**src/rtl/fpadd_arbiter.sv**
```systemverilog
// Two-requester round-robin front end for a shared serial-operand FP adder.
// Optional WAIT timeout is compiled in with `define FPADD_ARB_TIMEOUT_EN.
module fpadd_arbiter #(
  parameter int unsigned TIMEOUT_CYCLES = 16
) (
  input  logic        clock,
  input  logic        reset,
  input  logic        req0,
  input  logic [31:0] opa0,
  input  logic [31:0] opb0,
  input  logic        req1,
  input  logic [31:0] opa1,
  input  logic [31:0] opb1,
  output logic        done0,
  output logic        done1,
  output logic [31:0] result,
  output logic        err,
  output logic        busy,
  output logic [31:0] add_a,
  output logic        add_load,
  input  logic [31:0] add_sum,
  input  logic        add_ready
);

  typedef enum logic [2:0] {
    IDLE   = 3'd0,
    LOAD_A = 3'd1,
    LOAD_B = 3'd2,
    WAIT   = 3'd3,
    RESP   = 3'd4
  } state_e;

  if (TIMEOUT_CYCLES == 0) begin : g_bad_timeout
    $error("fpadd_arbiter: TIMEOUT_CYCLES must be at least 1");
  end

  state_e      state_q, state_d;
  logic        last_q, last_d;   // requester served most recently
  logic        gnt_q, gnt_d;
  logic [31:0] a_q, a_d;
  logic [31:0] b_q, b_d;
  logic [31:0] result_q, result_d;

`ifdef FPADD_ARB_TIMEOUT_EN
  localparam int unsigned CW = $clog2(TIMEOUT_CYCLES + 1);
  logic [CW-1:0] cnt_q, cnt_d;
  logic          err_q, err_d;
`endif

  always_ff @(posedge clock) begin
    if (reset) begin
      state_q  <= IDLE;
      last_q   <= 1'b1;
      gnt_q    <= 1'b0;
      a_q      <= '0;
      b_q      <= '0;
      result_q <= '0;
`ifdef FPADD_ARB_TIMEOUT_EN
      cnt_q    <= '0;
      err_q    <= 1'b0;
`endif
    end else begin
      state_q  <= state_d;
      last_q   <= last_d;
      gnt_q    <= gnt_d;
      a_q      <= a_d;
      b_q      <= b_d;
      result_q <= result_d;
`ifdef FPADD_ARB_TIMEOUT_EN
      cnt_q    <= cnt_d;
      err_q    <= err_d;
`endif
    end
  end

  always_comb begin
    state_d  = state_q;
    last_d   = last_q;
    gnt_d    = gnt_q;
    a_d      = a_q;
    b_d      = b_q;
    result_d = result_q;
    done0    = 1'b0;
    done1    = 1'b0;
    add_a    = '0;
    add_load = 1'b0;
    busy     = (state_q != IDLE);
`ifdef FPADD_ARB_TIMEOUT_EN
    cnt_d    = '0;
    err_d    = err_q;
`endif

    case (state_q)
      IDLE: begin
        if (req0 || req1) begin
          // On a tie the requester not served last wins
          gnt_d   = (req0 && req1) ? ~last_q : req1;
          last_d  = gnt_d;
          a_d     = gnt_d ? opa1 : opa0;
          b_d     = gnt_d ? opb1 : opb0;
          state_d = LOAD_A;
`ifdef FPADD_ARB_TIMEOUT_EN
          err_d   = 1'b0;
`endif
        end
      end
      LOAD_A: begin
        add_a    = a_q;
        add_load = 1'b1;
        state_d  = LOAD_B;
      end
      LOAD_B: begin
        add_a    = b_q;
        add_load = 1'b1;
        state_d  = WAIT;
      end
      WAIT: begin
        if (add_ready) begin
          result_d = add_sum;
          state_d  = RESP;
        end
`ifdef FPADD_ARB_TIMEOUT_EN
        else if (cnt_q == CW'(TIMEOUT_CYCLES - 1)) begin
          result_d = 32'h7FC0_0000;
          err_d    = 1'b1;
          state_d  = RESP;
        end else begin
          cnt_d = cnt_q + 1'b1;
        end
`endif
      end
      RESP: begin
        done0   = ~gnt_q;
        done1   = gnt_q;
        state_d = IDLE;
      end
      default: state_d = IDLE;
    endcase
  end

  assign result = result_q;

`ifdef FPADD_ARB_TIMEOUT_EN
  assign err = (state_q == RESP) && err_q;
`else
  assign err = 1'b0;
`endif

endmodule

```
**config.mk**
```make
export PLATFORM = sky130hd
export DESIGN_NAME = fpadd_arbiter
export DESIGN_NICKNAME = d
export VERILOG_FILES = /design/src/rtl/fpadd_arbiter.sv
export SDC_FILE = /design/constraint.sdc
export NUM_CORES = 1
export LEC_CHECK = 0
export ABC_CLOCK_PERIOD_IN_PS = 4400
export CORE_ASPECT_RATIO = 0.8
export CORE_UTILIZATION = 44
export CTS_CLUSTER_SIZE = 20
export DETAILED_ROUTE_END_ITERATION = 7
export PLACE_DENSITY = 0.87
export SYNTH_ARGS = -nofsm -noshare
export SYNTH_HDL_FRONTEND = slang
export SYNTH_SLANG_ARGS = --single-unit
```
**constraint.sdc**
```tcl
create_clock -name clock -period 4.4 [get_ports clock]
set_input_delay 0.66 -clock clock [delete_from_list [all_inputs] [get_ports clock]]
set_output_delay 0.66 -clock clock [all_outputs]
set_load 0.005 [all_outputs]
```
==> impl_metrics.csv, run 1 <==
group,metric,value,unit
run_status,status,"finished clean",
worst_setup_path,cp.arrival,2170,ps
place,hpwl,10.1,mm
place,port_buffers,232,
die,io_pins,234,
logic_synthesis,syn_area,4670,µm²
worst_hold_path,hp-class,"register to register",
clocking,cts_num_sinks,101,
die,die_x,117,µm
power,total_power,2500,µW
grt,grt_max_degree,102,
logic_synthesis,yosysSeqAreaShare,43.3,%
logic_synthesis,ys.flop_type,"dfxtp_1",
logic_synthesis,synthDominantCellAreaShare,43.3,%
logic_synthesis,ys_types,31,
grt,grt_pass1_vias,4554,
power,power.leakage,0.00306,µW
cells_and_area,final_util,71.0,%
die,die_h,94.2,µm
die,start_util,45.4,%
timing,finalWorstSetupSlack,1570,ps
timing,finalHoldViolations,0,
worst_setup_path,critPathKind,"register to primary output",
clocking,cts.clk_slew.worst_paths,70,ps
timing,period_share,64.4,%
cells_and_area,final_cell_mix,"clkdlybuf4s50_1, inv_1, dfxtp_1",
timing,grt_setup_unrepaired,"no",
timing,tightestPinTransition,1220,ps
clocking,clockBufferDepth,2,
detailed_routing,ant_nets,0,
worst_setup_path,critPathMaxStageDelay,570,ps
logic_synthesis,synth_warnings,0,
logic_synthesis,synthCells,563,
logic_synthesis,synth_top_cell_by_area,"dfxtp_1",
flow_run,max-cap-violations,0,
cells_and_area,n_antenna_cell,0,
worst_setup_path,cp_num_buf_inv,2,
grt,grt-ovfl-total,0,
power,p_per_area,342,nW/µm²
place,place_ws,1560,ps
cells_and_area,layout_commonest_cell,"clkdlybuf4s50_1",
grt,track_usage,25.0,%
grt,grt_pass1_wl,21.5,mm
timing,fmax,0.353,GHz
grt,antenna_found_initial,0,
power,vdd_drop_max,295,µV
detailed_routing,wl,14.6,mm
timing,maxSlewHeadroom,18.5,%
place,routabilityCongestion,0.791,
cells_and_area,drive_above_1_share,4.16,%
worst_setup_path,rrSetupSlack,1950,ps
worst_setup_path,cp-end-kind,"primary output",
worst_setup_path,critPathRequiredTime,3740,ps
clocking,htree_levels,3,
logic_synthesis,synth-edff-count,0,
detailed_routing,vias_per_cell,5.28,
logic_synthesis,synth_area_leaders,"dfxtp_1, a222oi_1, inv_1",
logic_synthesis,async_reset_ff_share,0,%
cells_and_area,nFillCells,795,
die,die_area,11000,µm²
timing,finalMaxSlewViolations,0,
timing,setup-violations-final,0,
detailed_routing,num_vias,4803,
clocking,cts_tree,"done",
cells_and_area,fin_nets,929,
clocking,cts-resized-gates,0,
timing,finClkSkew,5.11,ps
detailed_routing,drtIter0Drc,516,
clocking,hold_buffers,0,
cells_and_area,area_growth,56.4,%
timing,fin_crit,2830,ps
worst_setup_path,crit_slowest_cell,"clkdlybuf4s50_1",
worst_setup_path,start_kind,"register",
die,coreArea,10300,µm²
detailed_routing,first_pass_iters,7,
clocking,post_cts_buffers,0,
die,num_rows,33,
clocking,clock_latency,340,ps
logic_synthesis,avgSynthCellArea,8.30,µm²
cells_and_area,ff_latch_area,2020,µm²
cells_and_area,multi_input_area,1930,µm²
worst_setup_path,crit_chain,"nor3b_2 -> buf_4 -> a22o_1 -> clkdlybuf4s50_1",
logic_synthesis,ys_ff_latch,101,
detailed_routing,wl_per_cell,16.0,µm
logic_synthesis,synth_nets,728,
clocking,root_buffer,"clkbuf_16",
clocking,cts_buffers,9,
detailed_routing,drc,0,
timing,tns,0,ps
worst_setup_path,crit_fanout,18,
worst_setup_path,cp_top_family,"buffers and inverters",
## registers in the layout, summed over array words and instances, names as in the netlist
signal   count
a_q         32
gnt_q        1
result      32
b_q         32
state_q      3
last_q       1
## tightest hold or removal path: cells and delay by family (launching register included)
kind	cells	cell delay (ps)
AOI/OAI and AO/OA	1	50
DFF	1	310
and+or+nand+nor	1	50
## per-layer routing
| metal | GRT usage (%) | share of wire, % | up-vias |
|---|---|---|---|
| met5 | 0 | 0 | - |
| li1 | - | - | 2299 |
| met4 | 7.91 | 1.6 | 0 |
| met3 | 4.77 | 6.9 | 19 |
| met2 | 44.2 | 50 | 213 |
| met1 | 30.3 | 41 | 2272 |
## cells in the mapped netlist, types with 2 or more instances
| cell type | number |
|---|---|
| a21oi_1 | 32 |
| a222oi_1 | 63 |
| a22o_1 | 32 |
| and3_1 | 3 |
| buf_1 | 6 |
| buf_2 | 4 |
| buf_4 | 2 |
| buf_6 | 8 |
| clkbuf_1 | 29 |
| dfxtp_1 | 101 |
| inv_1 | 128 |
| nand2_1 | 66 |
| nand2b_1 | 64 |
| nor2_1 | 5 |
| nor3_1 | 2 |
| nor3b_1 | 3 |
## power by group
group	internal (µW)	switching (µW)	leakage, µW	total [µW]
logic	330	225	0.00208	554
clock network	515	341	0.000152	857
registers	1030	64.4	0.000833	1090
## cell type report
type                            instances  share of cell area [%]
Inverter                              129                    6.63
Multi-Input combinational cell        284                    26.4
Clock inverter                          5                    1.15
Tap cell                              140                    2.40
Clock buffer                           11                    3.32
Sequential cell                       101                    27.7
Timing Repair Buffer                  239                    32.4
## path summary, 6_finish.rpt
check,startpoint,to,cells after the start
max reg2reg,state_q[2],a_q[21],4
min reg2reg,result[10],result[10],2
min,result[10],result[10],2
max,state_q[1],add_a[7],4
## metrics by stage
step                      hold slack (ps)  area, µm²  cells
final                                 453       7300    909
after detailed placement              445       6980    893
after global placement                441       6980    893
after floorplan                       453       4670    563
after CTS                             455       7300    909
after global routing                  479       7300    909
## kinds of logic after synthesis
family / after synthesis / share of synthesized area [%]
AND/OR/NAND/NOR: 152 / 17.1
buffers and inverters: 178 / 15.9
other: 1 / 0.0803
AO/OA/AOI/OAI: 131 / 23.7
flip-flops: 101 / 43.3
(Power assumes the default switching activity.)
==> run 2, diff against run 1 <==
Settings changed: ABC_CLOCK_PERIOD_IN_PS 4400 to 2800, CORE_UTILIZATION 44 to 40, PLACE_DENSITY 0.87 to 0.8.
Clock period 4.4 ns to 2.8 ns, I/O delays scaled along.
==> run 2 against run 1 <==
Effect of this change:
- non-clock buffer count up 3
- cell area up 0.36%
- final cell count up 0.77%
- largest cell class unchanged
- largest power group unchanged
- highest routed layer unchanged
==> impl_metrics.csv, run 2 (same netlist as run 1, synthesis figures left out) <==
group,metric,value,unit
run_status,status,"finished clean",
grt,grt_max_degree,102,
timing,maxSlewHeadroom,42.2,%
cells_and_area,fin_area,7330,µm²
power,vdd_drop_max,280,µV
clocking,cts_num_sinks,101,
clocking,clockBufferDepth,2,
timing,fin_crit,2690,ps
place,port_buffers,232,
place,routabilityCongestion,0.779,
worst_setup_path,critPathRequiredTime,2380,ps
clocking,root_buffer,"clkbuf_16",
detailed_routing,vias_per_cell,5.19,
clocking,cts_buffers,9,
clocking,cts_tree,"done",
cells_and_area,multi_input_area,1930,µm²
worst_hold_path,hp-class,"register to register",
clocking,post_cts_buffers,0,
power,power.leakage,0.00308,µW
cells_and_area,ff_latch_area,2020,µm²
grt,antenna_found_initial,0,
power,p_per_area,530,nW/µm²
clocking,htree_levels,3,
die,num_rows,34,
place,placed_cell_area,7020,µm²
timing,fmax,0.372,GHz
cells_and_area,n_antenna_cell,0,
timing,period_share,95.9,%
timing,tns,0,ps
worst_setup_path,critPathKind,"register to primary output",
die,die_area,12100,µm²
die,coreArea,11100,µm²
cells_and_area,final_cell_mix,"clkdlybuf4s50_1, inv_1, dfxtp_1",
detailed_routing,drc,0,
grt,grt_pass1_wl,22.8,mm
timing,finalHoldViolations,0,
detailed_routing,wl,14.7,mm
detailed_routing,first_pass_iters,7,
grt,track_usage,23.9,%
grt,grt-ovfl-total,0,
cells_and_area,area_growth,56.9,%
timing,finalMaxSlewViolations,0,
place,hpwl,10.2,mm
detailed_routing,ant_nets,0,
detailed_routing,wl_per_cell,16.1,µm
timing,setup-violations-final,0,
clocking,cts.clk_slew.worst_paths,70,ps
worst_setup_path,crit_fanout,33,
worst_setup_path,cp.arrival,2270,ps
cells_and_area,layout_commonest_cell,"clkdlybuf4s50_1",
grt,grt_pass1_vias,4723,
detailed_routing,num_vias,4753,
cells_and_area,fin_nets,932,
clocking,hold_buffers,0,
worst_setup_path,start_kind,"register",
detailed_routing,drtIter0Drc,552,
clocking,cts-resized-gates,0,
die,die_h,98.7,µm
timing,grt_setup_unrepaired,"no",
timing,tightestPinTransition,867,ps
cells_and_area,nFillCells,903,
die,die_x,123,µm
flow_run,max-cap-violations,0,
die,io_pins,234,
worst_setup_path,cp-end-kind,"primary output",
die,start_util,42.1,%
clocking,clock_latency,340,ps
timing,finClkSkew,6.04,ps
cells_and_area,final_util,66.0,%
cells_and_area,drive_above_1_share,4.53,%
==> run 2: cell count changes in the layout (fill, tap and decap cells not counted), sizes merged <==
cell	previous run	this run
clkinvlp	2	1
clkbuf	11	13
buf	8	11
bufinv	2	1
==> run 2: path summary, 6_finish.rpt <==
kind               from   endpoint  slack, ps  cells past startpoint
max          state_q[0]  add_a[15]        110                      4
min           result[1]  result[1]        460                      2
max reg2reg  state_q[2]    b_q[27]        760                      5
min reg2reg   result[1]  result[1]        460                      2
==> run 2: layout make-up <==
class | count | area share, %
Clock buffer | 13 | 3.69
Clock inverter | 3 | 0.580
Inverter | 129 | 6.61
Multi-Input combinational cell | 284 | 26.3
Sequential cell | 101 | 27.6
Tap cell | 144 | 2.46
Timing Repair Buffer | 242 | 32.8
==> run 2: stage by stage <==
step	instances	power (µW)	hold WS, ps	setup WS [ps]
floorplan	563	2150	453	1010
global placement	900	2590	442	579
detailed placement	900	2620	446	510
CTS	916	3920	456	121
global route	916	4070	474	29.1
finish	916	3880	456	114
==> run 2: critical path, stage by stage, from the launching register on <==
cell             delay [ps]
dfxtp_1                 520
nor3b_2                 240
buf_4                   410
a22o_1                  240
clkdlybuf4s50_1         510
==> run 2: report_power, final <==
| part | internal (µW) | switching, µW |
|---|---|---|
| logic | 524 | 349 |
| registers | 1610 | 110 |
| clock network | 765 | 522 |
| total | 2900 | 982 |
==> run 2: layer usage <==
layer,vias up,GRT usage (%),routed length (µm)
li1,2309,-,-
met1,2217,29.5,6310
met2,206,41.9,7170
met3,21,4.11,999
met4,0,7.88,255
met5,-,0,0
==> run 3, diff against run 2 <==
Settings changed: CORE_MARGIN set to 8.
==> run 3 against run 2 <==
Effect of this change:
- clock power is 7% lower
- worst setup slack improved by 27 ps
- power decreased by 2.4%
- critical path type unchanged
- non-clock buffer count did not move
- critical endpoint is now add_a[10]
- via count is 0.34% higher
- core utilization down 2.2 points
- largest cell class unchanged
==> impl_metrics.csv, run 3 (same netlist as run 1, synthesis figures left out) <==
group,metric,value,unit
power,p_per_area,518,nW/µm²
clocking,clock_latency,340,ps
detailed_routing,ant_nets,0,
cells_and_area,fin_nets,932,
worst_setup_path,crit_slowest_cell,"dfxtp_1",
detailed_routing,drtIter0Drc,476,
timing,fin_crit,2660,ps
worst_hold_path,worstHoldStart,"result[12]",
cells_and_area,layout_commonest_cell,"clkdlybuf4s50_1",
grt,grtUsageMet1,22.8,%
timing,tightestPinTransition,887,ps
worst_setup_path,startpoint,"state_q[1]",
detailed_routing,wl_per_cell,17.3,µm
timing,finClkSkew,7.01,ps
worst_setup_path,r2r_start,"state_q[2]",
timing,period_share,95.0,%
worst_setup_path,critPathKind,"register to primary output",
timing,maxSlewHeadroom,40.8,%
die,num_rows,35,
grt,grt_max_degree,102,
detailed_routing,first_pass_iters,6,
place,routabilityCongestion,0.823,
grt,grt_pass1_wl,25.2,mm
detailed_routing,wl,15.9,mm
worst_setup_path,cp_top_family,"buffers and inverters",
cells_and_area,final_cell_mix,"clkdlybuf4s50_1, inv_1, dfxtp_1",
power,p_comb_share,23.2,%
worst_setup_path,cp.arrival,2240,ps
power,power.leakage,0.00307,µW
die,io_pins,234,
clocking,cts_num_sinks,101,
worst_setup_path,crit_fanout,24,
power,power_frac_seq,45.3,%
worst_setup_path,critPathRequiredTime,2380,ps
detailed_routing,drc,0,
clocking,post_cts_buffers,0,
clocking,htree_levels,3,
worst_hold_path,hp-class,"register to register",
die,coreArea,11500,µm²
worst_setup_path,crit_chain,"nor3b_2 -> buf_4 -> a22o_1 -> clkdlybuf4s50_1",
worst_setup_path,critPathMaxStageDelay,550,ps
timing,finalHoldViolations,0,
clocking,root_buffer,"clkbuf_16",
cells_and_area,final_cells,921,
clocking,hold_buffers,0,
worst_setup_path,start_kind,"register",
die,die_x,137,µm
worst_setup_path,cp_num_buf_inv,2,
timing,grt_setup_unrepaired,"no",
place,port_buffers,232,
power,internal-power,2760,µW
grt,track_usage,20.0,%
detailed_routing,num_vias,4769,
power,switching_power,1030,µW
clocking,cts.clk_slew.worst_paths,70,ps
cells_and_area,drive_above_1_share,4.66,%
grt,grt-ovfl-total,0,
timing,tns,0,ps
clocking,cts_buffers,9,
place,placed_cells,904,
detailed_routing,vias_per_cell,5.18,
power,vdd_drop_max,296,µV
run_status,status,"finished clean",
die,die_area,15400,µm²
place,hpwl,11.7,mm
clocking,clockBufferDepth,2,
grt,busiest_layer,"met2",
grt,grt_pass1_vias,4892,
timing,fmax,0.376,GHz
power,p_sw_share,27.3,%
grt,grt_use_met2,35.5,%
die,start_util,40.7,%
clocking,cts_tree,"done",
worst_setup_path,cp-end-kind,"primary output",
timing,setup-violations-final,0,
flow_run,max-cap-violations,0,
cells_and_area,area_growth,56.7,%
timing,finalMaxSlewViolations,0,
timing,hold_ws,453,ps
grt,antenna_found_initial,1,
die,die_h,113,µm
grt,grtUsageMet3,4.91,%
power,clkPwrFrac,31.6,%
clocking,cts-resized-gates,0,
==> run 3: cell type report <==
cell class                      count  area [µm²]
Fill cell                         984        4160
Timing Repair Buffer              242        2420
Sequential cell                   101        2020
Multi-Input combinational cell    284        1930
Inverter                          129         484
Clock buffer                        9         225
Tap cell                          148         185
Clock inverter                      7        56.3
Antenna cell                        1        2.50
==> run 3: through the flow <==
stage	cell area, µm²	power, µW	util [%]	setup WS, ps
4_1_cts	7320	3830	63.8	115
3_3_place_gp	7030	2600	61.3	560
2_1_floorplan	4670	2150	-	1010
3_5_place_dp	7030	2630	61.3	470
5_1_grt	7320	3970	63.8	15.5
6_report	7320	3790	63.8	141
==> run 3: worst reg2reg max path, stage by stage (launching register included) <==
cell	delay, ps
dfxtp_1	430
nor3_4	290
inv_2	90
or3_2	450
buf_4	340
a222oi_1	440
==> run 3: power groups by stage <==
stage | Sequential [µW] | Clock, µW | Combinational [µW]
after detailed placement | 1750 | 0 | 882
after CTS | 1710 | 1230 | 885
after global routing | 1740 | 1280 | 953
after global placement | 1740 | 0 | 861
after floorplan | 1710 | 0 | 440
final | 1720 | 1200 | 878
==> run 3: worst paths after layout <==
path | endpoint | slack, ps | cells after the start
hold reg to reg | result[12] | 450 | 2
setup / recovery | add_a[10] | 140 | 4
hold / removal | result[12] | 450 | 2
setup reg to reg | a_q[18] | 660 | 5
==> run 3: metal layers <==
metal | vias to the layer above | routed length (µm)
met2 | 195 | 8000
met4 | 0 | 314
met5 | - | 0
met1 | 2241 | 6490
met3 | 23 | 1130
li1 | 2310 | -
